--- src/rtl/fp_mul_seq.sv ---
// fp_mul_seq -- sequential floating-point multiplier for a small
// {sign, exponent, fraction} format with hidden leading one.
//
// An accepted start captures x and y, a shift-add multiply of the two
// significands runs for MW+1 cycles, then a single normalize/round/range
// cycle registers the product. done pulses for one cycle in the DONE state,
// where a new start may be accepted back-to-back.
//
// Optional feature macro: FPM_ROUND_NEAREST_EN
//   defined   -> round to nearest-even using guard/sticky
//   undefined -> truncate
// Latency is identical in both builds.
//
// Parameters:
//   EW - exponent field width (>= 3)
//   MW - fraction field width (>= 2)
//
// Ports:
//   clk   - clock, all state changes on the rising edge
//   rst_n - synchronous active-low reset
//   start - multiply request, accepted in IDLE or DONE only
//   x, y  - operands {sign, exponent, fraction}
//   busy  - high in MUL and NORM
//   done  - one-cycle result-valid pulse
//   z     - product, held until the next NORM
//   of    - overflow flag
//   uf    - underflow flag
module fp_mul_seq #(
    parameter int EW = 4,
    parameter int MW = 3
) (
    input  logic             clk,
    input  logic             rst_n,
    input  logic             start,
    input  logic [EW+MW:0]   x,
    input  logic [EW+MW:0]   y,
    output logic             busy,
    output logic             done,
    output logic [EW+MW:0]   z,
    output logic             of,
    output logic             uf
);

    localparam int W    = 1 + EW + MW;
    localparam int PW   = 2 * MW + 2;
    localparam int XW   = EW + 2;
    localparam int BIAS = (1 << (EW - 1)) - 1;
    localparam int CW   = $clog2(MW + 1);

    localparam logic [CW-1:0]        CNT_LAST = CW'(MW);
    localparam logic signed [XW-1:0] E_OVF    = XW'((1 << EW) - 1);
    localparam logic signed [XW-1:0] E_ZERO   = '0;

    typedef enum logic [1:0] {
        IDLE,
        MUL,
        NORM,
        DONE
    } state_t;

    state_t state, state_nxt;
    logic [CW-1:0] cnt;
    logic          accept;

    // Operand capture and shift-add working registers (no reset: data only).
    logic          sign_p0;
    logic          zero_p0;
    logic [EW-1:0] ex_p0;
    logic [EW-1:0] ey_p0;
    logic [PW-1:0] mcand_p0;
    logic [MW:0]   mplier_p0;
    logic [PW-1:0] acc_p0;

    // Normalize/round combinational signals.
    logic                 top;
    logic [MW-1:0]        frac;
    logic                 guard;
    logic                 sticky;
    logic [MW:0]          rnd;
    logic signed [XW-1:0] e_raw;
    logic signed [XW-1:0] e_fin;
    logic [W+1:0]         res;

    // Returns {carry, fraction}; a carry means the fraction wrapped to zero.
    function automatic logic [MW:0] round_frac(input logic [MW-1:0] f,
                                               input logic          g,
                                               input logic          s);
`ifdef FPM_ROUND_NEAREST_EN
        return {1'b0, f} + (MW+1)'(g & (s | f[0]));
`else
        logic unused_gs;
        unused_gs = g | s;
        return {1'b0, f};
`endif
    endfunction

    // Range check and packing; returns {of, uf, z}.
    function automatic logic [W+1:0] pack_result(input logic                 s,
                                                 input logic                 zero,
                                                 input logic signed [XW-1:0] e,
                                                 input logic [MW-1:0]        f);
        if (zero)
            return {2'b00, s, {(W-1){1'b0}}};
        else if (e >= E_OVF)
            return {2'b10, s, {EW{1'b1}}, {MW{1'b0}}};
        else if (e <= E_ZERO)
            return {2'b01, s, {(W-1){1'b0}}};
        else
            return {2'b00, s, e[EW-1:0], f};
    endfunction

    assign accept = rst_n && start && ((state == IDLE) || (state == DONE));
    assign busy   = (state == MUL) || (state == NORM);
    assign done   = (state == DONE);

    always_comb begin
        state_nxt = state;
        case (state)
            IDLE: if (accept) state_nxt = MUL;
            MUL:  if (cnt == CNT_LAST) state_nxt = NORM;
            NORM: state_nxt = DONE;
            DONE: state_nxt = accept ? MUL : IDLE;
            default: state_nxt = IDLE;
        endcase
    end

    always_ff @(posedge clk) begin
        if (!rst_n) begin
            state <= IDLE;
            cnt   <= '0;
        end else begin
            state <= state_nxt;
            if (accept)
                cnt <= '0;
            else if (state == MUL)
                cnt <= cnt + 1'b1;
        end
    end

    // Stage p0: capture operands, then accumulate one multiplier bit per cycle.
    always_ff @(posedge clk) begin
        if (accept) begin
            sign_p0   <= x[W-1] ^ y[W-1];
            ex_p0     <= x[W-2:MW];
            ey_p0     <= y[W-2:MW];
            zero_p0   <= (x[W-2:MW] == '0) || (y[W-2:MW] == '0);
            mcand_p0  <= PW'({1'b1, x[MW-1:0]});
            mplier_p0 <= {1'b1, y[MW-1:0]};
            acc_p0    <= '0;
        end else if (state == MUL) begin
            if (mplier_p0[0])
                acc_p0 <= acc_p0 + mcand_p0;
            mcand_p0  <= mcand_p0 << 1;
            mplier_p0 <= mplier_p0 >> 1;
        end
    end

    // Stage p1: normalize, round and range-check the finished product.
    always_comb begin
        top = acc_p0[PW-1];
        if (top) begin
            frac   = acc_p0[PW-2:MW+1];
            guard  = acc_p0[MW];
            sticky = |acc_p0[MW-1:0];
        end else begin
            frac   = acc_p0[PW-3:MW];
            guard  = acc_p0[MW-1];
            sticky = |acc_p0[MW-2:0];
        end
        e_raw = XW'(ex_p0) + XW'(ey_p0) - XW'(BIAS) + XW'(top);
        rnd   = round_frac(frac, guard, sticky);
        // A rounding carry leaves rnd[MW-1:0] at zero and bumps the exponent.
        e_fin = e_raw + XW'(rnd[MW]);
        res   = pack_result(sign_p0, zero_p0, e_fin, rnd[MW-1:0]);
    end

    always_ff @(posedge clk) begin
        if (!rst_n) begin
            z  <= '0;
            of <= 1'b0;
            uf <= 1'b0;
        end else if (state == NORM) begin
            of <= res[W+1];
            uf <= res[W];
            z  <= res[W-1:0];
        end
    end

endmodule
--- config.mk ---
export PLATFORM = sky130hd
export DESIGN_NAME = fp_mul_seq
export DESIGN_NICKNAME = d
export VERILOG_FILES = /design/src/rtl/fp_mul_seq.sv
export SDC_FILE = /design/constraint.sdc
export NUM_CORES = 1
export LEC_CHECK = 0
export CAP_MARGIN = 30
export CORE_MARGIN = 2
export CORE_UTILIZATION = 50
export DETAILED_ROUTE_END_ITERATION = 8
export PLACE_DENSITY = 0.76
export SETUP_SLACK_MARGIN = 0.2
export SLEW_MARGIN = 20
export SYNTH_ARGS = -nofsm -noshare
export SYNTH_HDL_FRONTEND = slang
export SYNTH_SLANG_ARGS = --single-unit
--- constraint.sdc ---
create_clock -name clk -period 3.49 [get_ports clk]
set_input_delay 0.5235 -clock clk [delete_from_list [all_inputs] [get_ports clk]]
set_output_delay 0.5235 -clock clk [all_outputs]
set_load 0.03 [all_outputs]
==> results of run 1 <==
-- layer usage --
layer	track usage (%)	share of wire, %
met1	23.24	45
met2	31.07	50
met5	0	0
met3	4.501	3.9
met4	6.709	1.4
-- placed cells by master, fill, tap and decap left out, types with 2 or more instances in the layout --
cell             synthesis  routed
nand2_1                 30      30
clkdlybuf4s50_1          0      30
dfxtp_1                 28      28
inv_1                   21      21
ha_1                    20      20
nor2_1                  16      16
edfxtp_1                16      16
a21oi_1                 14      14
o21ai_0                 13      13
mux2i_1                 12      12
nor2b_1                  5       5
nand3_1                  5       5
xnor2_1                  5       5
clkbuf_8                 0       5
o41ai_1                  4       4
a22oi_1                  3       3
or2_2                    2       2
or4_1                    2       2
nand2b_1                 2       2
xor2_1                   2       2
nor4b_1                  2       2
o31ai_1                  2       2
nor3_1                   2       2
and2_1                   2       2
o21a_1                   2       2
or3_1                    2       2
fa_1                     2       2
-- cell type report --
class	instances	area (um^2)
timing repair buffer	31	307.8
clock buffer	6	72.57
inverter	22	82.58
multi-input combinational	163	1129
clock inverter	2	11.26
fill	378	1675
sequential	44	1041
tap	52	65.06
-- worst max-delay path, cell delays in order (launching register included) --
cell	delay, ps
dfxtp_1	450
inv_1	70
ha_1	270
inv_1	60
ha_1	150
inv_1	60
fa_1	410
nor2b_1	180
o22ai_2	100
xnor2_1	160
a211o_1	360
o41ai_1	390
-- flip-flops by register name, summed over array words and instances (netlist names) --
name and count:
cnt 2, state 2, uf 1, sign_p0 1, mplier_p0 4, acc_p0 8
mcand_p0 8, z 8, of 1, ey_p0 4, ex_p0 4, zero_p0 1
-- power by group through the flow --
stage               Sequential [mW]  Clock, mW  Combinational, mW
floorplan                     0.797          0              0.691
global placement              0.805          0              0.878
detailed placement            0.810          0              0.903
CTS                           0.799      0.320              0.908
global route                  0.819      0.334               1.03
finish                        0.798      0.312              0.903
-- metrics by stage --
stage	utilization (%)	setup WS, ps	power [mW]	std cells	cell area, um^2
final	61.79	735.2	2.012	320	2709
after floorplan	-	898.5	1.487	235	2278
after global routing	61.79	557.6	2.185	320	2709
after CTS	61.79	742.4	2.028	320	2709
after detailed placement	59.87	751.3	1.713	312	2625
after global placement	59.87	817.7	1.683	312	2625
-- final timing paths --
check | start | to | slack [ps] | cells past startpoint
worst max-delay path | acc_p0[7] | z[1] | 740 | 11
worst min-delay path | z[6] | z[6] | 470 | 2
worst max register to register | acc_p0[7] | z[1] | 740 | 11
worst min register to register | z[6] | z[6] | 470 | 2
-- logic make-up after synthesis --
| group | count (synthesis) |
|---|---|
| AOI/OAI and AO/OA | 47 |
| and+or+nand+nor | 75 |
| adders and majority gates | 22 |
| buffers and inverters | 28 |
| muxes | 12 |
| DFF | 44 |
| xor gates and xnor gates | 7 |
==> results.yml, run 1 <==
cts:
  cts_buffer_depth: 2
  cts_tree: "built"
  cts_hold_buf: 0
  cts_inserted_buffers: 5
  cts_setup_buffers: 0
  clock_latency_ps: 300
  cts_resized: 0
  cts_sinks: 44
  cts_root_buffer: "clkbuf_8"
  htreeDepth: 2
  path_clk_slew_ps: 80
sta:
  setup_viol: 0
  rsz0062_at_grt: "no"
  fmax_ghz: 0.3630
  skew_ps: 9.211
  slew_violations: 0
  hold_viol: 0
  hold_slack_ps: 465.1
  tns_ps: 0
  fin_crit_sh_pct: 78.93
  timing.final.crit_period_ps: 2755
  worst_pin_slew_ps: 559.9
  max_slew_margin_pct: 62.68
synth:
  synth-edff-count: 16
  synth.avg_cell_area_um2: 9.695
  synth-simple-area-share_pct: 15.71
  yosys-top-cells-area: "dfxtp_1 25%, edfxtp_1 21%, ha_1 11%"
  synthesis.area_um2: 2278
  synthAdderAreaFrac_pct: 12.74
  synth_xor_xnor_area_share_pct: 2.691
  muxShareOfSynthArea_pct: 5.272
  yosysTopAreaCell: "dfxtp_1"
  synth_compound_area_share_pct: 13.12
  synthDistinctLibCells: 42
  synth_seq_area_share_pct: 45.69
  synth_commonest_cells: "30 x nand2_1, 28 x dfxtp_1, 21 x inv_1"
  ys_warn_count: 0
  synthesis.nets: 276
  synth_cells: 235
  yosysMostFrequentCell: "nand2_1"
  async_flop_share_pct: 0
  synth_top_family_by_area: "simple AND/OR/NAND/NOR gates"
  ys.flop_type: "dfxtp_1"
  synth-seq-cells: 44
  yosysTopAreaCellShare_pct: 24.60
grt:
  track_usage_pct: 18.51
  grt_pass1_vias: 1718
  grt_max_degree: 18
  globalRouteOverflowTotal: 0
  grt_pass1_wl_mm: 7.527
  grt_antenna_before_repair: 0
power:
  pwr-share-clk_pct: 15.5
  p_per_area_nw_per_um2: 742.8
  seq_power_share_pct: 39.7
  peakVddDrop_mv: 0.3349
  leakage_nw: 1.089
  p_comb_share_pct: 44.9
  p_sw_share_pct: 38.86
  p_switching_mw: 0.7819
  internal_power_mw: 1.230
die:
  row_count: 24
  initial_utilization_pct: 51.97
  core_um2: 4384
  die-area_um2: 5113
  die_x_um: 71.51
  die_h_um: 71.51
  io_pins: 31
route:
  wire_per_inst_um: 13.29
  viasPerCell: 5.516
  wl_mm: 4.253
  num_vias: 1765
  ant_nets: 0
  first_pass_iters: 4
  drc_errors: 0
  drt_iter0_markers: 102
final_layout:
  nNetsFinal: 308
  drive_above_1_share_pct: 5.224
  area_delta_synth_final_pct: 18.89
  diodes: 0
hold_path:
  hold_class: "flop to flop"
critical_path:
  critical_path_arrival_ps: 2940
  start_kind: "flop"
  crit_type: "flop to flop"
  path_max_fanout: 6
  required_ps: 3680
  endpoint_kind: "flop"
run_status:
  outcome: "finished clean"
place:
  port_buffers: 30
  hpwl_mm: 3.232
  globalplace.congestion: 0.8763
run:
  drv_cap: 0
(Power assumes the default switching activity.)
==> run 2, diff against run 1 <==
==> constraint.sdc (replaced) <==
create_clock -name clk -period 2.55 [get_ports clk]
set_input_delay 0.3825 -clock clk [delete_from_list [all_inputs] [get_ports clk]]
set_output_delay 0.3825 -clock clk [all_outputs]
set_load 0.03 [all_outputs]
==> results.yml, run 2 (synthesis gave the netlist of run 1 again) <==
run_status:
  outcome: "finished clean"
place:
  dp.cells: 315
  hpwl_mm: 3.253
  port_buffers: 30
  globalplace.congestion: 0.8073
power:
  internal_power_mw: 1.902
  seq_power_share_pct: 35.7
  p_comb_share_pct: 46.9
  pwr-share-clk_pct: 17.3
  p_per_area_nw_per_um2: 1055
  p_switching_mw: 1.160
  peakVddDrop_mv: 0.5105
  leakage_nw: 1.182
  p_sw_share_pct: 37.89
grt:
  grt_pass1_vias: 1769
  track_usage_pct: 19.40
  globalRouteOverflowTotal: 0
  grt_pass1_wl_mm: 7.748
  grt_max_degree: 32
  grt_antenna_before_repair: 0
hold_path:
  hold_depth: 2
  hold_class: "flop to flop"
sta:
  hold_viol: 0
  fmax_ghz: 0.4099
  timing.final.crit_period_ps: 2440
  skew_ps: 7.595
  worst_pin_slew_ps: 502.6
  tns_ps: 0
  rsz0062_at_grt: "yes"
  setup_viol: 0
  fin_crit_sh_pct: 95.68
  slew_violations: 0
  max_slew_margin_pct: 66.41
  hold_slack_ps: 460.3
route:
  num_vias: 1826
  drt_iter0_markers: 75
  first_pass_iters: 4
  wire_per_inst_um: 13.98
  ant_nets: 0
  wl_mm: 4.584
  viasPerCell: 5.567
  drc_errors: 0
cts:
  path_clk_slew_ps: 80
  cts_sinks: 44
  cts_hold_buf: 0
  clock_latency_ps: 300
  cts_root_buffer: "clkbuf_8"
  cts_buffer_depth: 2
  cts_inserted_buffers: 5
  cts_tree: "built"
  htreeDepth: 2
final_layout:
  drive_above_1_share_pct: 15.58
  diodes: 0
  layout_commonest_cell: "clkdlybuf4s50_1"
  fin_util_pct: 66.24
  nNetsFinal: 316
  reg_top3: "acc_p0 x8, mcand_p0 x8, z x8"
  layout_common_cells: "30 x clkdlybuf4s50_1, 28 x nand2_1, 27 x dfxtp_1"
  area_delta_synth_final_pct: 27.46
  instances_no_fill: 328
run:
  drv_cap: 0
critical_path:
  rr_worst_depth: 11
  required_ps: 2740
  endpoint_kind: "flop"
  start_kind: "flop"
  critical_path_arrival_ps: 2630
  crit_type: "flop to flop"
  path_max_fanout: 3
die:
  die_x_um: 71.51
  die_h_um: 71.51
  row_count: 24
  die-area_um2: 5113
  io_pins: 31
  initial_utilization_pct: 51.97
  core_um2: 4384
## run 2: cell types whose count changed in the layout (fill, tap and decap cells not counted), sizes merged
cell	delta
bufinv	+1
clkinv	+1
inv	-1
buf	+8
clkbuf	-1
## run 2: worst paths after layout
kind / slack [ps] / from / to
max: 110 / ex_p0[0] / z[1]
min: 460 / of / of
max reg2reg: 110 / ex_p0[0] / z[1]
min reg2reg: 460 / of / of
## run 2: stage by stage
stage                     setup slack [ps]  area [um^2]  power [mW]
after floorplan                      184.1         2325       2.080
after global placement               173.8         2696       2.376
after detailed placement             78.72         2696       2.421
after CTS                            119.6         2864       3.015
after global routing                 41.85         2904       3.303
final                                110.1         2904       3.062
## run 2: area by class of cell
class	count	area, um^2
Clock buffer	5	68.82
Inverter	22	85.08
Timing Repair Buffer	39	380.4
Tap cell	52	65.06
Sequential cell	44	1042
Fill cell	341	1480
Clock inverter	3	42.54
Multi-Input combinational cell	163	1220
## run 2: layer usage
metal | share of wire (%) | up-vias | GRT usage, %
met5 | 0 | - | 0
li1 | - | 911 | -
met3 | 3.8 | 15 | 4.501
met4 | 3.0 | 0 | 9.015
met2 | 49 | 46 | 32.82
met1 | 44 | 854 | 23.41
## run 2: repair_timing
item / 4_1_cts / 5_1_grt
setup buffers: 2 / 3
endpoints found under the setup margin: 7 / 9
gates resized for setup: 9 / 8
endpoints found under the hold margin: 0 / 0
pin swaps: 10 / 8
## run 2: worst max-delay path, cell delays in order (launching register included)
cell and delay (ps):
edfxtp_1 390, inv_2 80, ha_4 190, inv_2 60, ha_4 120, inv_2 30
fa_2 360, nor2b_2 160, o22ai_2 90, xnor2_2 170, a211o_1 320, o41ai_2 360
## run 2: power by group through the flow
| stage | Clock (mW) | Sequential [mW] | Combinational (mW) |
|---|---|---|---|
| after floorplan | 0 | 1.09 | 0.988 |
| after global placement | 0 | 1.10 | 1.27 |
| after detailed placement | 0 | 1.11 | 1.31 |
| after CTS | 0.546 | 1.09 | 1.38 |
| after global routing | 0.567 | 1.12 | 1.62 |
| final | 0.531 | 1.09 | 1.44 |
